<file path="src/rtl/scaler_pkg.sv">
// scaler_pkg: shared state encoding, default width and centring helper
// for the scaler setup sequencer.
package scaler_pkg;
  localparam int SCL_BW = 10;

  typedef enum logic [2:0] {
    S_IDLE,
    S_H_REQ,
    S_H_WAIT,
    S_V_REQ,
    S_V_WAIT,
    S_CENTRE,
    S_DONE
  } seq_state_e;

  // Half of (tgt - act), clamped to zero when the channel overshoots.
  function automatic logic [31:0] centre_off(
    input logic [31:0] tgt,
    input logic [31:0] act
  );
    logic [31:0] d;
    d = (tgt > act) ? (tgt - act) : 32'd0;
    return d >> 1;
  endfunction
endpackage

</file>
<file path="src/rtl/scaler_chan_req.sv">
// scaler_chan_req: one scaler channel's ratio registers, configure pulse,
// ready capture and validity check. SCALER_SETUP_TIMEOUT_EN adds a wait timeout.
module scaler_chan_req
  import scaler_pkg::*;
#(
  parameter int BITWIDTH = SCL_BW
`ifdef SCALER_SETUP_TIMEOUT_EN
  , parameter int TIMEOUT = 1023
`endif
) (
  input  logic                clk,
  input  logic                rst_n,
  input  logic                i_req,
  input  logic                i_wait,
  input  logic [BITWIDTH-1:0] i_num,
  input  logic [BITWIDTH-1:0] i_den,
  input  logic                i_ready,
  input  logic [BITWIDTH-1:0] i_limit_out,
  output logic [BITWIDTH-1:0] o_num,
  output logic [BITWIDTH-1:0] o_den,
  output logic [BITWIDTH-1:0] o_limit,
  output logic                o_nf,
  output logic                o_bad,
  output logic                o_done,
  output logic                o_to,
  output logic                o_fail,
  output logic [BITWIDTH-1:0] o_cap
);
  logic [BITWIDTH-1:0] r_num, r_den, r_lim, r_cap;
  logic                r_nf, r_fail;
  logic                w_bad, w_hit, w_to;

  assign w_bad = i_req && ((i_den == '0) || (i_den > i_num));
  // Ready coinciding with our own configure pulse is stale.
  assign w_hit = i_wait && i_ready && !r_nf;

`ifdef SCALER_SETUP_TIMEOUT_EN
  logic [BITWIDTH-1:0] r_cnt;

  assign w_to = i_wait && !w_hit
             && (r_cnt == BITWIDTH'(TIMEOUT - 1));

  always_ff @(posedge clk or negedge rst_n) begin
    if (!rst_n) begin
      r_cnt <= '0;
    end else if (i_req) begin
      r_cnt <= '0;
    end else if (i_wait) begin
      r_cnt <= r_cnt + BITWIDTH'(1);
    end
  end
`else
  assign w_to = 1'b0;
`endif

  always_ff @(posedge clk or negedge rst_n) begin
    if (!rst_n) begin
      r_num  <= '0;
      r_den  <= '0;
      r_lim  <= '0;
      r_cap  <= '0;
      r_nf   <= 1'b0;
      r_fail <= 1'b0;
    end else begin
      r_nf <= i_req && !w_bad;
      if (i_req && !w_bad) begin
        r_num <= i_num;
        r_den <= i_den;
        r_lim <= i_den;
      end
      if (w_hit) begin
        r_cap <= i_limit_out;
      end
      if (i_req) begin
        r_fail <= w_bad;
      end else if (w_to) begin
        r_fail <= 1'b1;
      end
    end
  end

  assign o_num   = r_num;
  assign o_den   = r_den;
  assign o_limit = r_lim;
  assign o_nf    = r_nf;
  assign o_bad   = w_bad;
  assign o_done  = w_hit || w_to;
  assign o_to    = w_to;
  assign o_fail  = r_fail;
  assign o_cap   = r_cap;
endmodule

</file>
<file path="src/rtl/scaler_setup_seq.sv">
// scaler_setup_seq: programs H then V scaler channels and derives centring.
// Optional wait timeout enabled by SCALER_SETUP_TIMEOUT_EN.
module scaler_setup_seq
  import scaler_pkg::*;
#(
  parameter int BITWIDTH = SCL_BW
`ifdef SCALER_SETUP_TIMEOUT_EN
  , parameter int TIMEOUT = 1023
`endif
) (
  input  logic                clk,
  input  logic                reset_n,
  input  logic                start,
  input  logic [BITWIDTH-1:0] in_w,
  input  logic [BITWIDTH-1:0] in_h,
  input  logic [BITWIDTH-1:0] out_w,
  input  logic [BITWIDTH-1:0] out_h,
  output logic [BITWIDTH-1:0] h_num,
  output logic [BITWIDTH-1:0] h_den,
  output logic [BITWIDTH-1:0] h_limit,
  output logic [BITWIDTH-1:0] v_num,
  output logic [BITWIDTH-1:0] v_den,
  output logic [BITWIDTH-1:0] v_limit,
  output logic                h_newfraction,
  output logic                v_newfraction,
  input  logic                h_ready,
  input  logic                v_ready,
  input  logic [BITWIDTH-1:0] h_limit_out,
  input  logic [BITWIDTH-1:0] v_limit_out,
  output logic [BITWIDTH-1:0] h_centre_offset,
  output logic [BITWIDTH-1:0] v_centre_offset,
  output logic                busy,
  output logic                cfg_valid,
  output logic                err
);
  seq_state_e          r_state, w_next;
  logic [BITWIDTH-1:0] r_in_w, r_in_h, r_hoff, r_voff;
  logic                r_pend, r_busy, r_valid, r_err;
  logic                w_mode, w_trig, w_rest;
  logic                w_h_bad, w_h_done, w_h_to, w_h_fail;
  logic                w_v_bad, w_v_done, w_v_to, w_v_fail;
  logic [BITWIDTH-1:0] w_h_cap, w_v_cap, w_h_off, w_v_off;

  scaler_chan_req #(
    .BITWIDTH(BITWIDTH)
`ifdef SCALER_SETUP_TIMEOUT_EN
    , .TIMEOUT(TIMEOUT)
`endif
  ) u_h (
    .clk         (clk),
    .rst_n       (reset_n),
    .i_req       (r_state == S_H_REQ),
    .i_wait      (r_state == S_H_WAIT),
    .i_num       (out_w),
    .i_den       (in_w),
    .i_ready     (h_ready),
    .i_limit_out (h_limit_out),
    .o_num       (h_num),
    .o_den       (h_den),
    .o_limit     (h_limit),
    .o_nf        (h_newfraction),
    .o_bad       (w_h_bad),
    .o_done      (w_h_done),
    .o_to        (w_h_to),
    .o_fail      (w_h_fail),
    .o_cap       (w_h_cap)
  );

  scaler_chan_req #(
    .BITWIDTH(BITWIDTH)
`ifdef SCALER_SETUP_TIMEOUT_EN
    , .TIMEOUT(TIMEOUT)
`endif
  ) u_v (
    .clk         (clk),
    .rst_n       (reset_n),
    .i_req       (r_state == S_V_REQ),
    .i_wait      (r_state == S_V_WAIT),
    .i_num       (out_h),
    .i_den       (r_in_h),
    .i_ready     (v_ready),
    .i_limit_out (v_limit_out),
    .o_num       (v_num),
    .o_den       (v_den),
    .o_limit     (v_limit),
    .o_nf        (v_newfraction),
    .o_bad       (w_v_bad),
    .o_done      (w_v_done),
    .o_to        (w_v_to),
    .o_fail      (w_v_fail),
    .o_cap       (w_v_cap)
  );

  // H_REQ is latching the new mode, so a size difference there is not news.
  assign w_mode = (in_w != r_in_w) || (in_h != r_in_h);
  assign w_trig = start || (w_mode && (r_state != S_H_REQ));
  assign w_rest = (r_state == S_IDLE) || (r_state == S_DONE);

  assign w_h_off = BITWIDTH'(centre_off(32'(out_w), 32'(w_h_cap)));
  assign w_v_off = BITWIDTH'(centre_off(32'(out_h), 32'(w_v_cap)));

  always_ff @(posedge clk or negedge reset_n) begin
    if (!reset_n) begin
      r_state <= S_IDLE;
    end else begin
      r_state <= w_next;
    end
  end

  always_comb begin
    w_next = r_state;
    unique case (r_state)
      S_IDLE:   if (w_trig) w_next = S_H_REQ;
      S_H_REQ:  w_next = w_h_bad ? S_V_REQ : S_H_WAIT;
      S_H_WAIT: if (w_h_done) w_next = S_V_REQ;
      S_V_REQ:  w_next = w_v_bad ? S_CENTRE : S_V_WAIT;
      S_V_WAIT: if (w_v_done) w_next = S_CENTRE;
      S_CENTRE: w_next = S_DONE;
      S_DONE:   if (r_pend || w_trig) w_next = S_H_REQ;
      default:  w_next = S_IDLE;
    endcase
  end

  always_ff @(posedge clk or negedge reset_n) begin
    if (!reset_n) begin
      r_in_w  <= '0;
      r_in_h  <= '0;
      r_hoff  <= '0;
      r_voff  <= '0;
      r_pend  <= 1'b0;
      r_busy  <= 1'b0;
      r_valid <= 1'b0;
      r_err   <= 1'b0;
    end else begin
      r_pend <= w_rest ? 1'b0 : (r_pend || w_trig);
      if (r_state == S_H_REQ) begin
        r_in_w  <= in_w;
        r_in_h  <= in_h;
        r_busy  <= 1'b1;
        r_valid <= 1'b0;
        r_err   <= w_h_bad;
      end else begin
        r_err <= r_err || w_v_bad || w_h_to || w_v_to;
      end
      if (r_state == S_CENTRE) begin
        r_busy  <= 1'b0;
        r_valid <= !r_err;
        r_hoff  <= w_h_fail ? '0 : w_h_off;
        r_voff  <= w_v_fail ? '0 : w_v_off;
      end
    end
  end

  assign h_centre_offset = r_hoff;
  assign v_centre_offset = r_voff;
  assign busy            = r_busy;
  assign cfg_valid       = r_valid;
  assign err             = r_err;
endmodule

</file>
<file path="config.mk">
export PLATFORM = sky130hd
export DESIGN_NAME = scaler_setup_seq
export DESIGN_NICKNAME = d
export VERILOG_FILES = /design/src/rtl/scaler_pkg.sv /design/src/rtl/scaler_chan_req.sv /design/src/rtl/scaler_setup_seq.sv
export SDC_FILE = /design/constraint.sdc
export NUM_CORES = 1
export LEC_CHECK = 0
export ABC_AREA = 1
export ABC_CLOCK_PERIOD_IN_PS = 3900
export CAP_MARGIN = 20
export CORE_MARGIN = 3
export CORE_UTILIZATION = 42
export CTS_CLUSTER_SIZE = 24
export DETAILED_ROUTE_END_ITERATION = 8
export HOLD_SLACK_MARGIN = 0.08
export PLACE_DENSITY = 0.71
export SLEW_MARGIN = 20
export SYNTH_ARGS = -nofsm -noshare
export SYNTH_HDL_FRONTEND = slang
export SYNTH_SLANG_ARGS = --single-unit
</file>
<file path="constraint.sdc">
create_clock -name clk -period 3.9 [get_ports clk]
set_input_delay 0.78 -clock clk [delete_from_list [all_inputs] [get_ports clk]]
set_output_delay 0.78 -clock clk [all_outputs]
set_load 0.02 [all_outputs]
</file>
* Yosys cells after proc, flatten, opt, wreduce, memory -nomap -nowiden
Index checks and enable logic that the tools add are counted.
Storage, ports and cells: flip-flop bits (word level) 111, bits of input ports 65
Cells by class: add/subtract/negate cells 2, order comparisons 4, equal/unequal tests 13, mux-type cells 17, reduce and logical (&&, ||, !) cells 26
Operator list (number):
- > comparator 10 bit | 4
- 2-to-1 mux 11 bit | 2
- subtractor 10 x 10 -> 11 bit | 2
- one-hot mux 3 bit (7 select lines) | 1
- zero test 10 bit | 2
- 2-to-1 mux 10 bit | 2
- inequality test 10 bit | 2
- 2-to-1 mux 3 bit | 4
- equality test 3 bit, second input constant | 3
- logical AND 1 bit | 9
- 2-to-1 mux 1 bit | 8
- logical OR 1 bit | 7
- equality test 3 x 2 -> 1 bit, second input constant | 2
- inequality test 2 bit, second input constant | 3
- zero test 1 bit | 5
- AND reduction 4 bit | 1
- equality test 3 x 1 -> 1 bit, second input constant | 1
- zero test 3 bit | 1
- inequality test 3 x 1 -> 1 bit, second input constant | 1
- inequality test 2 x 1 -> 1 bit, second input constant | 1
- nonzero test 2 bit | 1

* Logic depth before layout (Yosys ltp)
word-level depth 7, depth in mapped cells 13

* Modules after synthesis
A second synthesis with hierarchy kept.
Unflattened totals: cells, all modules 878, area total of the unflattened synthesis 6651.4 µm²
By module, submodules not included:
- scaler_chan_req | instances 2, cells each 208, area an instance 1681.6 µm²
- scaler_setup_seq | instances 1, cells each 462, area an instance 3288.2 µm²

* Worst setup path after synthesis
No wires, ideal clock.
path type in2reg, from input out_h[9], to register u_v.r_den[0] (netlist: u_v.o_den[0]), library setup time 119 ps, data arrival time 2084 ps, data required time 3781 ps, slack 1697 ps, stages on the path 11, cell sequence inv_1 ha_1 a21oi_1 o21a_1 nand3_1 nand2_1 o21ai_4 nor2_4 buf_6 nand2_1 o21a_1
On the way: cells in the longest elaborated chain, start to end 5
RTL lines:
- start, declared | line scaler_setup_seq.sv:17 | input logic [BITWIDTH-1:0] out_h,
- > comparator 10 bit | line scaler_chan_req.sv:33 | assign w_bad = i_req && ((i_den == '0) || (i_den > i_num));
- logical OR 1 bit | line scaler_chan_req.sv:33
- logical AND 1 bit | line scaler_chan_req.sv:33
- zero test 1 bit | line scaler_chan_req.sv:66 | if (i_req && !w_bad) begin
- logical AND 1 bit | line scaler_chan_req.sv:66
- end signal, assigned | line scaler_chan_req.sv:68 | r_den <= i_den;
- end, declared | line scaler_chan_req.sv:29 | logic [BITWIDTH-1:0] r_num, r_den, r_lim, r_cap;
Every way passes these cells. A chain may end at the register's enable or synchronous reset.

* Worst setup path after layout
from input out_h[1], to register u_v.r_den[5] (netlist: u_v.o_den[5])
The elaborated chain is that of the path after synthesis.

==> impl_metrics.ini <==
[grt]
grt_util_met3_pct = 2.38
met1_usage_pct = 27.6
met2_usage_pct = 31.1
track_usage_pct = 19.5
top_usage_layer = met2
first_global_vias = 5028
grt_max_degree = 112
globalRouteOverflowTotal = 0
antenna_found_initial = 0
grt_first_pass_wirelength_um = 25700

[synthesis]
netlist_area_sq_mm = 0.00625
ys_ff_latch = 111
postSynth.asyncResetShare_pct = 100
synth_nets = 872
netlist_instances = 765
synthTopCellsByArea = dfrtp_1, nand2_1, ha_1
yosysSeqAreaShare_pct = 44.5
synth.top_cell.area_share_pct = 44.5
yosys.area.top_type = dfrtp_1
yosysWarnings = 0
synth_enable_flop_cells = 0
ys_types = 37
synth_ff_type = dfrtp_1
postSynthAreaPerCell_sq_um = 8.17

[pwr]
power.total_w = 0.00654
power_density_mw_per_mm2 = 808
irDropWorstVdd_mv = 0.332
p_leak_nw = 3.89

[cts]
numCtsBuffers = 9
cts_buffer_depth = 2
path_clk_slew_ns = 0.07
numClockSinks = 111
root_buffer = clkbuf_16
cts_hold_buffers = 0
clock_latency_ns = 0.35
h-tree-depth = 3
ctsResizeCount = 0
cts_tree = yes
cts_setup_buffers = 0

[timing]
finClkSkew_ns = 0.00499
slew_violations = 0
min_period_ns = 2.76
hold_ws_ns = 0.483
tightest_slew_ns = 0.610
finalHoldViolCount = 0
rsz0062_at_grt = false
fmax_mhz = 362
fin_crit_sh_pct = 70.9
maxSlewHeadroom_pct = 59.1
setup_tns_ns = 0
setup-violations-final = 0

[place]
hpwl_um = 11600
io_buffer_count = 149
gp_congestion = 0.812

[floorplanning]
rows = 43
die_area_sq_mm = 0.0164
fp.dieH_um = 128
start_util_pct = 44.0
die_w_um = 128
num_io_pins = 150
coreArea_sq_mm = 0.0142

[route]
drc = 0
first_pass_iters = 4
final_antenna_net_count = 0
drtIter0Drc = 315
vias = 5268
avgRoutedWirePerCell_um = 14.5
wirelength_um = 15600
vias_per_cell = 4.89

[critical_path]
arrival_ns = 3.01
required_ns = 4.15
crit_type = primary input to flip-flop
start_kind = primary input
worst-path-max-fanout = 21
cp-end-kind = flip-flop

[outcome]
outcome = completed

[layout]
mostFrequentLayoutCells = nand2_1, clkdlybuf4s50_1, dfrtp_1, inv_1, o21ai_0
fin_nets = 999
nFillCells = 1322
syn_to_final_growth_pct = 29.5
diodes = 0
mostFrequentLayoutCell = nand2_1
drive_gt1_share_pct = 5.91

[job]
drv_cap = 0

[min_path]
hp-class = flip-flop to flip-flop
registers in the layout, indices dropped and copies added (netlist names), 3 cells and up:
| signal | cells |
|---|---|
| r_state | 3 |
| u_v.o_den | 10 |
| v_centre_offset | 10 |
| r_in_h | 10 |
| h_centre_offset | 10 |
| u_v.o_num | 10 |
| u_v.o_cap | 10 |
| u_h.o_num | 10 |
| u_h.o_cap | 10 |
| r_in_w | 10 |
| u_h.o_den | 10 |
report_power, final:
group	leakage (nW)	internal (W)	total, W	switching, W
logic	2.38	0.00153	0.00350	0.00197
clock network	0.148	0.000562	0.000993	0.000431
registers	1.37	0.00169	0.00205	0.000354
total	3.89	0.00378	0.00654	0.00276
cells in the mapped netlist (all sizes together), types with 12 or more instances:
library cell,instances
nand3,26
a21oi,29
dfrtp,111
inv,97
nand2,248
o21a,17
ha,40
clkbuf,12
buf,27
xnor2,17
o21ai,76
nor2,31
per-stage QoR:
stage | utilization [%] | setup slack (ns) | area [sq um] | std cells
2_1_floorplan | - | 1.70 | 6250 | 765
3_3_place_gp | 54.7 | 0.816 | 7780 | 1061
3_5_place_dp | 54.7 | 0.778 | 7780 | 1061
4_1_cts | 57.0 | 1.15 | 8090 | 1077
5_1_grt | 57.0 | 0.935 | 8090 | 1077
6_report | 57.0 | 1.14 | 8090 | 1077
critical path, cell delays in order:
cell,delay [ns]
clkdlybuf4s50_1,0.58
inv_1,0.10
ha_1,0.31
inv_1,0.06
nor2_1,0.03
o211ai_1,0.15
nand3_1,0.09
nand2_1,0.10
o21ai_4,0.09
nor2_4,0.33
buf_12,0.21
nand2_1,0.06
o21a_1,0.10
layout make-up:
type	instances	area [sq um]	area share [%]
inverter	97	364	4.50
multi-input combinational	518	2850	35.2
timing repair buffer	155	1560	19.3
tap	180	225	2.78
clock inverter	6	85.1	1.05
clock buffer	10	229	2.83
sequential	111	2780	34.3
routing by layer:
layer  vias to the layer above  wire, um
met5                         -         0
met4                         0       261
met3                        16       578
met2                       129      7560
met1                      2448      7230
li1                       2675         -
worst paths after layout:
check,startpoint,end,slack (ns),cells past startpoint
worst min-delay path,h_centre_offset[0],h_centre_offset[0],0.48,2
worst min register to register,h_centre_offset[0],h_centre_offset[0],0.48,2
min in group asynchronous,reset_n,h_centre_offset[8],0.51,2
max in group asynchronous,reset_n,r_in_h[2],2.96,2
worst max-delay path,out_h[1],u_v.o_den[5],1.14,13
worst max register to register,r_state[0],u_h.o_num[4],1.71,9
cells by family after synthesis:
family	after synthesis	share of synthesized area, %
simple gates	324	21.9
buf+inv	136	10.0
compound gates	129	11.7
flops	111	44.5
fa+ha+maj	42	8.65
xor+xnor	21	2.94
mux	2	0.360
No activity file was read; power rests on OpenSTA's default activity.
